**config.mk**
```make
export PLATFORM = sky130hd
export DESIGN_NAME = axi_llc_data_sram_ctrl
export DESIGN_NICKNAME = d
export VERILOG_FILES = /design/src/rtl/axi_llc_pkg.sv /design/src/rtl/axi_llc_data_resp_fifo.sv /design/src/rtl/axi_llc_data_sram_ctrl.sv
export SDC_FILE = /design/constraint.sdc
export NUM_CORES = 1
export LEC_CHECK = 0
export ABC_AREA = 1
export CORE_MARGIN = 10
export CORE_UTILIZATION = 25
export CTS_CLUSTER_SIZE = 24
export DETAILED_ROUTE_END_ITERATION = 10
export GPL_ROUTABILITY_DRIVEN = 0
export HOLD_SLACK_MARGIN = 0.15
export PLACE_DENSITY_LB_ADDON = 0.1
export SETUP_SLACK_MARGIN = 0.4
export SYNTH_ARGS = -nofsm -noshare
export SYNTH_HDL_FRONTEND = slang
export SYNTH_SLANG_ARGS = --single-unit
```
**constraint.sdc**
```tcl
create_clock -name clk_i -period 6.1 [get_ports clk_i]
set_clock_uncertainty 0.2 [all_clocks]
set_input_delay 1.22 -clock clk_i [delete_from_list [all_inputs] [get_ports clk_i]]
set_output_delay 1.22 -clock clk_i [all_outputs]
set_load 0.05 [all_outputs]
```
**src/rtl/axi_llc_pkg.sv**
```systemverilog
// Shared types and helpers for the LLC data SRAM access path.
//   llc_req_t      : request payload {we, addr, wdata, be} at the default LLC geometry
//   pend_cnt_width : width of a counter that must hold 0..depth inclusive
package axi_llc_pkg;

   localparam int unsigned LlcNumWords  = 1024;
   localparam int unsigned LlcDataWidth = 128;
   localparam int unsigned LlcByteWidth = 8;
   localparam int unsigned LlcAddrWidth = (LlcNumWords > 1) ? $clog2(LlcNumWords) : 1;
   localparam int unsigned LlcBeWidth   = (LlcDataWidth + LlcByteWidth - 1) / LlcByteWidth;

   typedef struct packed {
      logic                    we;
      logic [LlcAddrWidth-1:0] addr;
      logic [LlcDataWidth-1:0] wdata;
      logic [LlcBeWidth-1:0]   be;
   } llc_req_t;

   // Counter width able to represent every value from 0 up to and including depth.
   function automatic int unsigned pend_cnt_width(input int unsigned depth);
      return (depth > 0) ? $clog2(depth + 1) : 1;
   endfunction

endpackage

```
**src/rtl/axi_llc_data_resp_fifo.sv**
```systemverilog
// Synchronous response FIFO holding read data returned by the data SRAM.
//   clk_i, rst_i      : clock, asynchronous active-high reset
//   push_i, data_i    : write side
//   pop_i, data_o     : read side, data_o is the current head
//   full_o, empty_o   : occupancy flags
// A push into a full FIFO is accepted only when a pop happens in the same cycle.
module axi_llc_data_resp_fifo
   import axi_llc_pkg::*;
#(
   parameter int unsigned Width = 128,
   parameter int unsigned Depth = 3
) (
   input  logic             clk_i,
   input  logic             rst_i,
   input  logic             push_i,
   input  logic [Width-1:0] data_i,
   input  logic             pop_i,
   output logic [Width-1:0] data_o,
   output logic             full_o,
   output logic             empty_o
);

   localparam int unsigned PtrW = (Depth > 1) ? $clog2(Depth) : 1;
   localparam int unsigned CntW = pend_cnt_width(Depth);

   logic [Width-1:0] mem_q [Depth];
   logic [PtrW-1:0]  wr_ptr_q, wr_ptr_d, rd_ptr_q, rd_ptr_d;
   logic [CntW-1:0]  cnt_q, cnt_d;
   logic             do_push, do_pop;

   assign full_o  = (cnt_q == CntW'(Depth));
   assign empty_o = (cnt_q == '0);
   assign do_pop  = pop_i & ~empty_o;
   assign do_push = push_i & (~full_o | do_pop);
   assign data_o  = mem_q[rd_ptr_q];

   // Pointer wrap and occupancy update.
   always_comb begin
      wr_ptr_d = wr_ptr_q;
      rd_ptr_d = rd_ptr_q;
      cnt_d    = cnt_q;
      if (do_push) wr_ptr_d = (wr_ptr_q == PtrW'(Depth - 1)) ? '0 : wr_ptr_q + PtrW'(1);
      if (do_pop)  rd_ptr_d = (rd_ptr_q == PtrW'(Depth - 1)) ? '0 : rd_ptr_q + PtrW'(1);
      case ({do_push, do_pop})
         2'b10:   cnt_d = cnt_q + CntW'(1);
         2'b01:   cnt_d = cnt_q - CntW'(1);
         default: cnt_d = cnt_q;
      endcase
   end

   always_ff @(posedge clk_i or posedge rst_i) begin
      if (rst_i) begin
         wr_ptr_q <= '0;
         rd_ptr_q <= '0;
         cnt_q    <= '0;
      end else begin
         wr_ptr_q <= wr_ptr_d;
         rd_ptr_q <= rd_ptr_d;
         cnt_q    <= cnt_d;
      end
   end

   // Storage carries no reset; contents are don't-care while empty.
   always_ff @(posedge clk_i) begin
      if (do_push) mem_q[wr_ptr_q] <= data_i;
   end

   a_no_overflow: assert property (@(posedge clk_i) disable iff (rst_i)
      !(push_i && full_o && !pop_i))
      else $error("response FIFO overflow");

endmodule

```
**src/rtl/axi_llc_data_sram_ctrl.sv**
```systemverilog
// Access controller in front of one LLC data SRAM port.
//   clk_i, rst_i    : clock, asynchronous active-high reset
//   req_*           : valid/ready request channel from the LLC read/write units
//   resp_*          : valid/ready read response channel
//   sram_*          : SRAM macro port, request driven in the same cycle as the handshake
// Reads take a credit from a pending counter (queued + in flight) so the response
// FIFO can always absorb returning data; writes bypass admission and return nothing.
module axi_llc_data_sram_ctrl
   import axi_llc_pkg::*;
#(
   parameter int unsigned NumWords  = LlcNumWords,
   parameter int unsigned DataWidth = LlcDataWidth,
   parameter int unsigned ByteWidth = LlcByteWidth,
   parameter int unsigned Latency   = 1,
   parameter int unsigned RespDepth = 3,
   parameter int unsigned AddrWidth = (NumWords > 1) ? $clog2(NumWords) : 1,
   parameter int unsigned BeWidth   = (DataWidth + ByteWidth - 1) / ByteWidth
) (
   input  logic                 clk_i,
   input  logic                 rst_i,
   input  logic                 req_valid_i,
   output logic                 req_ready_o,
   input  logic                 req_we_i,
   input  logic [AddrWidth-1:0] req_addr_i,
   input  logic [DataWidth-1:0] req_wdata_i,
   input  logic [BeWidth-1:0]   req_be_i,
   output logic                 resp_valid_o,
   input  logic                 resp_ready_i,
   output logic [DataWidth-1:0] resp_rdata_o,
   output logic                 sram_req_o,
   output logic                 sram_we_o,
   output logic [AddrWidth-1:0] sram_addr_o,
   output logic [DataWidth-1:0] sram_wdata_o,
   output logic [BeWidth-1:0]   sram_be_o,
   input  logic [DataWidth-1:0] sram_rdata_i
);

   localparam int unsigned PendW = pend_cnt_width(RespDepth);

   if (Latency < 1) begin : g_bad_latency
      $error("Latency must be at least 1");
   end
   if (RespDepth < 1) begin : g_bad_depth
      $error("RespDepth must be at least 1");
   end

   logic [PendW-1:0]   pend_q, pend_d;
   logic [Latency-1:0] pipe_q, pipe_d;
   logic               rd_hs, pop, push, fifo_full, fifo_empty;

   // Credit check uses only registered state, so resp_ready_i never reaches req_ready_o.
   assign req_ready_o  = req_we_i | (pend_q < PendW'(RespDepth));
   assign sram_req_o   = req_valid_i & req_ready_o;
   assign sram_we_o    = sram_req_o & req_we_i;
   assign sram_addr_o  = req_addr_i;
   assign sram_wdata_o = req_wdata_i;
   assign sram_be_o    = req_be_i;

   assign rd_hs        = sram_req_o & ~req_we_i;
   assign push         = pipe_q[Latency-1];
   assign resp_valid_o = ~fifo_empty;
   assign pop          = resp_valid_o & resp_ready_i;

   // Pending credits and read-valid shift register.
   always_comb begin
      pend_d = pend_q;
      pipe_d = '0;
      case ({rd_hs, pop})
         2'b10:   pend_d = pend_q + PendW'(1);
         2'b01:   pend_d = pend_q - PendW'(1);
         default: pend_d = pend_q;
      endcase
      pipe_d[0] = rd_hs;
      for (int i = 1; i < int'(Latency); i++) pipe_d[i] = pipe_q[i-1];
   end

   always_ff @(posedge clk_i or posedge rst_i) begin
      if (rst_i) begin
         pend_q <= '0;
         pipe_q <= '0;
      end else begin
         pend_q <= pend_d;
         pipe_q <= pipe_d;
      end
   end

   axi_llc_data_resp_fifo #(
      .Width (DataWidth),
      .Depth (RespDepth)
   ) i_resp_fifo (
      .clk_i   (clk_i),
      .rst_i   (rst_i),
      .push_i  (push),
      .data_i  (sram_rdata_i),
      .pop_i   (pop),
      .data_o  (resp_rdata_o),
      .full_o  (fifo_full),
      .empty_o (fifo_empty)
   );

   a_pend_bound: assert property (@(posedge clk_i) disable iff (rst_i)
      pend_q <= PendW'(RespDepth))
      else $error("pending counter above response depth");

   a_push_room: assert property (@(posedge clk_i) disable iff (rst_i)
      !(push && fifo_full && !pop))
      else $error("read data returned with no free response slot");

endmodule
```
==> results.json <==
{
  "status": "completed",
  "n_antenna_cell": 0,
  "hpwlAfterDp_um": 32400,
  "fin_hold_ws_ns": 0.295,
  "syn_area_mm2": 0.0155,
  "rows": 91,
  "worstReg2RegEnd": "i_resp_fifo.mem_q[2][24]$_DFFE_PP_",
  "worstPathMaxFanout": 85,
  "first_global_vias": 8897,
  "wl_per_cell_um": 23.2,
  "critPathKind": "reg2out",
  "rr_startpoint": "i_resp_fifo.cnt_q[0]$_DFFE_PP0P_",
  "vias_per_cell": 4.16,
  "ant_nets": 0,
  "syn_nets": 1452,
  "grt_max_degree": 86,
  "ir_worst_vdd_v": 0.000225,
  "cts_hold_buffers": 0,
  "async_reset_ff_frac": 0.0229,
  "synth_edf_count": 384,
  "syn_avg_cell_area_um2": 13.3,
  "synth-seq-cells": 393,
  "hp-class": "reg2reg",
  "drtIter0Drc": 334,
  "totalWireLength_um": 49000,
  "maxCapViolations": 0,
  "clk_latency_ns": 0.57,
  "grt_pass1_wl_um": 67400,
  "p_leak_nw": 6.74,
  "powerDensity_mw_per_mm2": 547,
  "post_cts_resized": 0,
  "critPathCaptureType": "output pin",
  "relSlewSlack": 0.293,
  "synth_largest_area_cell": "edfxtp_1",
  "synth_area_leaders": "edfxtp_1 74%, nand2_1 9.9%, buf_4 7.5%, nand3_1 4.3%, dfrtp_1 1.5%",
  "pre_cts_ws_ns": 1.86,
  "cts_made_buffers": 47,
  "startpoint_type": "register",
  "yosysSeqAreaShare": 0.759,
  "die_x_um": 269,
  "synthCells": 1163,
  "io-pin-count": 573,
  "path_clk_slew_ns": 0.05,
  "crit_end": "resp_rdata_o[76]",
  "fin_crit_sh": 0.781,
  "stdcell_area_mm2": 0.0195,
  "cts_sinks": 393,
  "dieArea_mm2": 0.0723,
  "ys_warn_count": 0,
  "ys_top_cells_by_count": "409 x nand2_1, 384 x edfxtp_1, 155 x buf_4",
  "clockBufferDepth": 3,
  "finalSetupViolCount": 0,
  "antenna_found_initial": 7,
  "n_fill_cell": 6136,
  "finalCriticalPeriod_ns": 4.76,
  "port_buffers": 264,
  "crit_arrival_ns": 3.34,
  "dr.pass1.iters": 4,
  "cp-startpoint": "i_resp_fifo.rd_ptr_q[1]$_DFFE_PP0P_",
  "post_cts.repair.setup_buffers": 0,
  "rsz0062_at_grt": "no",
  "hold_viol_final": 0,
  "coreArea_mm2": 0.0615,
  "synth.most_common_cell": "nand2_1",
  "worstPathRequired_ns": 4.68,
  "overflow": 0,
  "root_buffer": "clkbuf_16",
  "drcViolationCount": 0,
  "worstMarginPinSlew_ns": 1.06,
  "layout-drive-gt1-share": 0.0611,
  "start_util": 0.252,
  "yosysTopAreaCellShare": 0.745,
  "grt_use_total": 0.130,
  "die_h_um": 269,
  "setup_slack_ns": 1.34,
  "r2r_cells": 4,
  "synth_ff_type": "edfxtp_1",
  "cts_tree": "yes",
  "netlist-cell-type-count": 14,
  "clock.fmax_mhz": 210,
  "maxSlewViolCount": 0,
  "final.setup.tns_ns": 0,
  "vias": 8793,
  "areaGrowthSynthToFinish_pct": 25.6,
  "dpl-instance-area_mm2": 0.0180,
  "fin_nets": 1579,
  "rrSetupSlack_ns": 3.68,
  "cts_max_level": 2
}
## critical path: stages (launching register included)
cell and delay [ns]:
dfrtp_4 0.84, nor2_4 0.31, buf_12 0.38, nand2_1 0.09, nand3_1 0.12, clkdlybuf4s50_1 0.89
## registers in the layout, summed over array words and instances, names as in the netlist
signal / cells
pipe_q: 1
i_resp_fifo.mem_q: 384
i_resp_fifo.cnt_q: 2
i_resp_fifo.wr_ptr_q: 2
pend_q: 2
i_resp_fifo.rd_ptr_q: 2
## power breakdown
group          leakage (nW)  internal, W  switching, W  total (W)
registers              3.59      0.00330      0.000146    0.00345
logic                  2.43      0.00129       0.00321    0.00450
clock network         0.718      0.00161       0.00108    0.00269
## routing by layer
| layer | routed length (um) | vias to the layer above | global-route usage |
|---|---|---|---|
| met1 | 16800 | 4162 | 0.129 |
| met5 | 136 | - | 0.00554 |
| met2 | 23900 | 344 | 0.219 |
| li1 | - | 4108 | - |
| met4 | 2250 | 16 | 0.0647 |
| met3 | 5950 | 163 | 0.0697 |
## layout by cell type, fill, tap and decap left out
| cell | n |
|---|---|
| nor2_1 | 2 |
| clkinv_2 | 6 |
| o21a_1 | 1 |
| buf_12 | 9 |
| edfxtp_1 | 384 |
| clkinv_1 | 10 |
| dfrtp_4 | 1 |
| nor2_4 | 3 |
| clkinv_8 | 1 |
| clkdlybuf4s50_1 | 264 |
| dfrtp_1 | 8 |
| clkbuf_1 | 9 |
| clkinv_4 | 1 |
| bufinv_16 | 4 |
| nand4_1 | 2 |
| nand3_1 | 134 |
| clkinvlp_4 | 3 |
| nand2_1 | 409 |
| clkbuf_16 | 48 |
| inv_6 | 4 |
| xnor2_1 | 2 |
| buf_4 | 1 |
| ha_1 | 2 |
| inv_1 | 17 |
## cells by family after synthesis
logic type | share of synthesized area
adders and majority gates | 0.00162
DFF | 0.759
and+or+nand+nor | 0.145
AOI/OAI and AO/OA | 0.000485
buffers and inverters | 0.0928
xor gates and xnor gates | 0.00113
## worst min-delay path by stage
stage / end / from / cells after the start
floorplan: pend_q[1]$_DFFE_PP0P_ / pend_q[1]$_DFFE_PP0P_ / 2
global placement: pend_q[1]$_DFFE_PP0P_ / pend_q[1]$_DFFE_PP0P_ / 2
detailed placement: i_resp_fifo.wr_ptr_q[0]$_DFFE_PP0P_ / i_resp_fifo.wr_ptr_q[0]$_DFFE_PP0P_ / 2
CTS: i_resp_fifo.wr_ptr_q[0]$_DFFE_PP0P_ / i_resp_fifo.wr_ptr_q[0]$_DFFE_PP0P_ / 2
global route: i_resp_fifo.wr_ptr_q[0]$_DFFE_PP0P_ / i_resp_fifo.wr_ptr_q[0]$_DFFE_PP0P_ / 2
finish: i_resp_fifo.wr_ptr_q[0]$_DFFE_PP0P_ / i_resp_fifo.wr_ptr_q[0]$_DFFE_PP0P_ / 2
## per-stage QoR
step | util | std cells | total power, W
6_report | 0.316 | 2115 | 0.0106
5_1_grt | 0.316 | 2115 | 0.0112
4_1_cts | 0.316 | 2115 | 0.0109
3_5_place_dp | 0.292 | 2031 | 0.00815
3_3_place_gp | 0.292 | 2031 | 0.00815
2_1_floorplan | - | 1163 | 0.00660
## area by class of cell
cell class / instances / area, um^2 / area share
flip-flops and latches: 393 / 11800 / 0.604
inverters: 19 / 81.3 / 0.00418
multi-input cells: 555 / 2310 / 0.119
well taps: 790 / 988 / 0.0508
repair buffers: 274 / 2830 / 0.145
clock buffers: 57 / 1230 / 0.0635
clock inverters: 27 / 253 / 0.0130
Note: power is estimated with default switching activity, not from simulation.
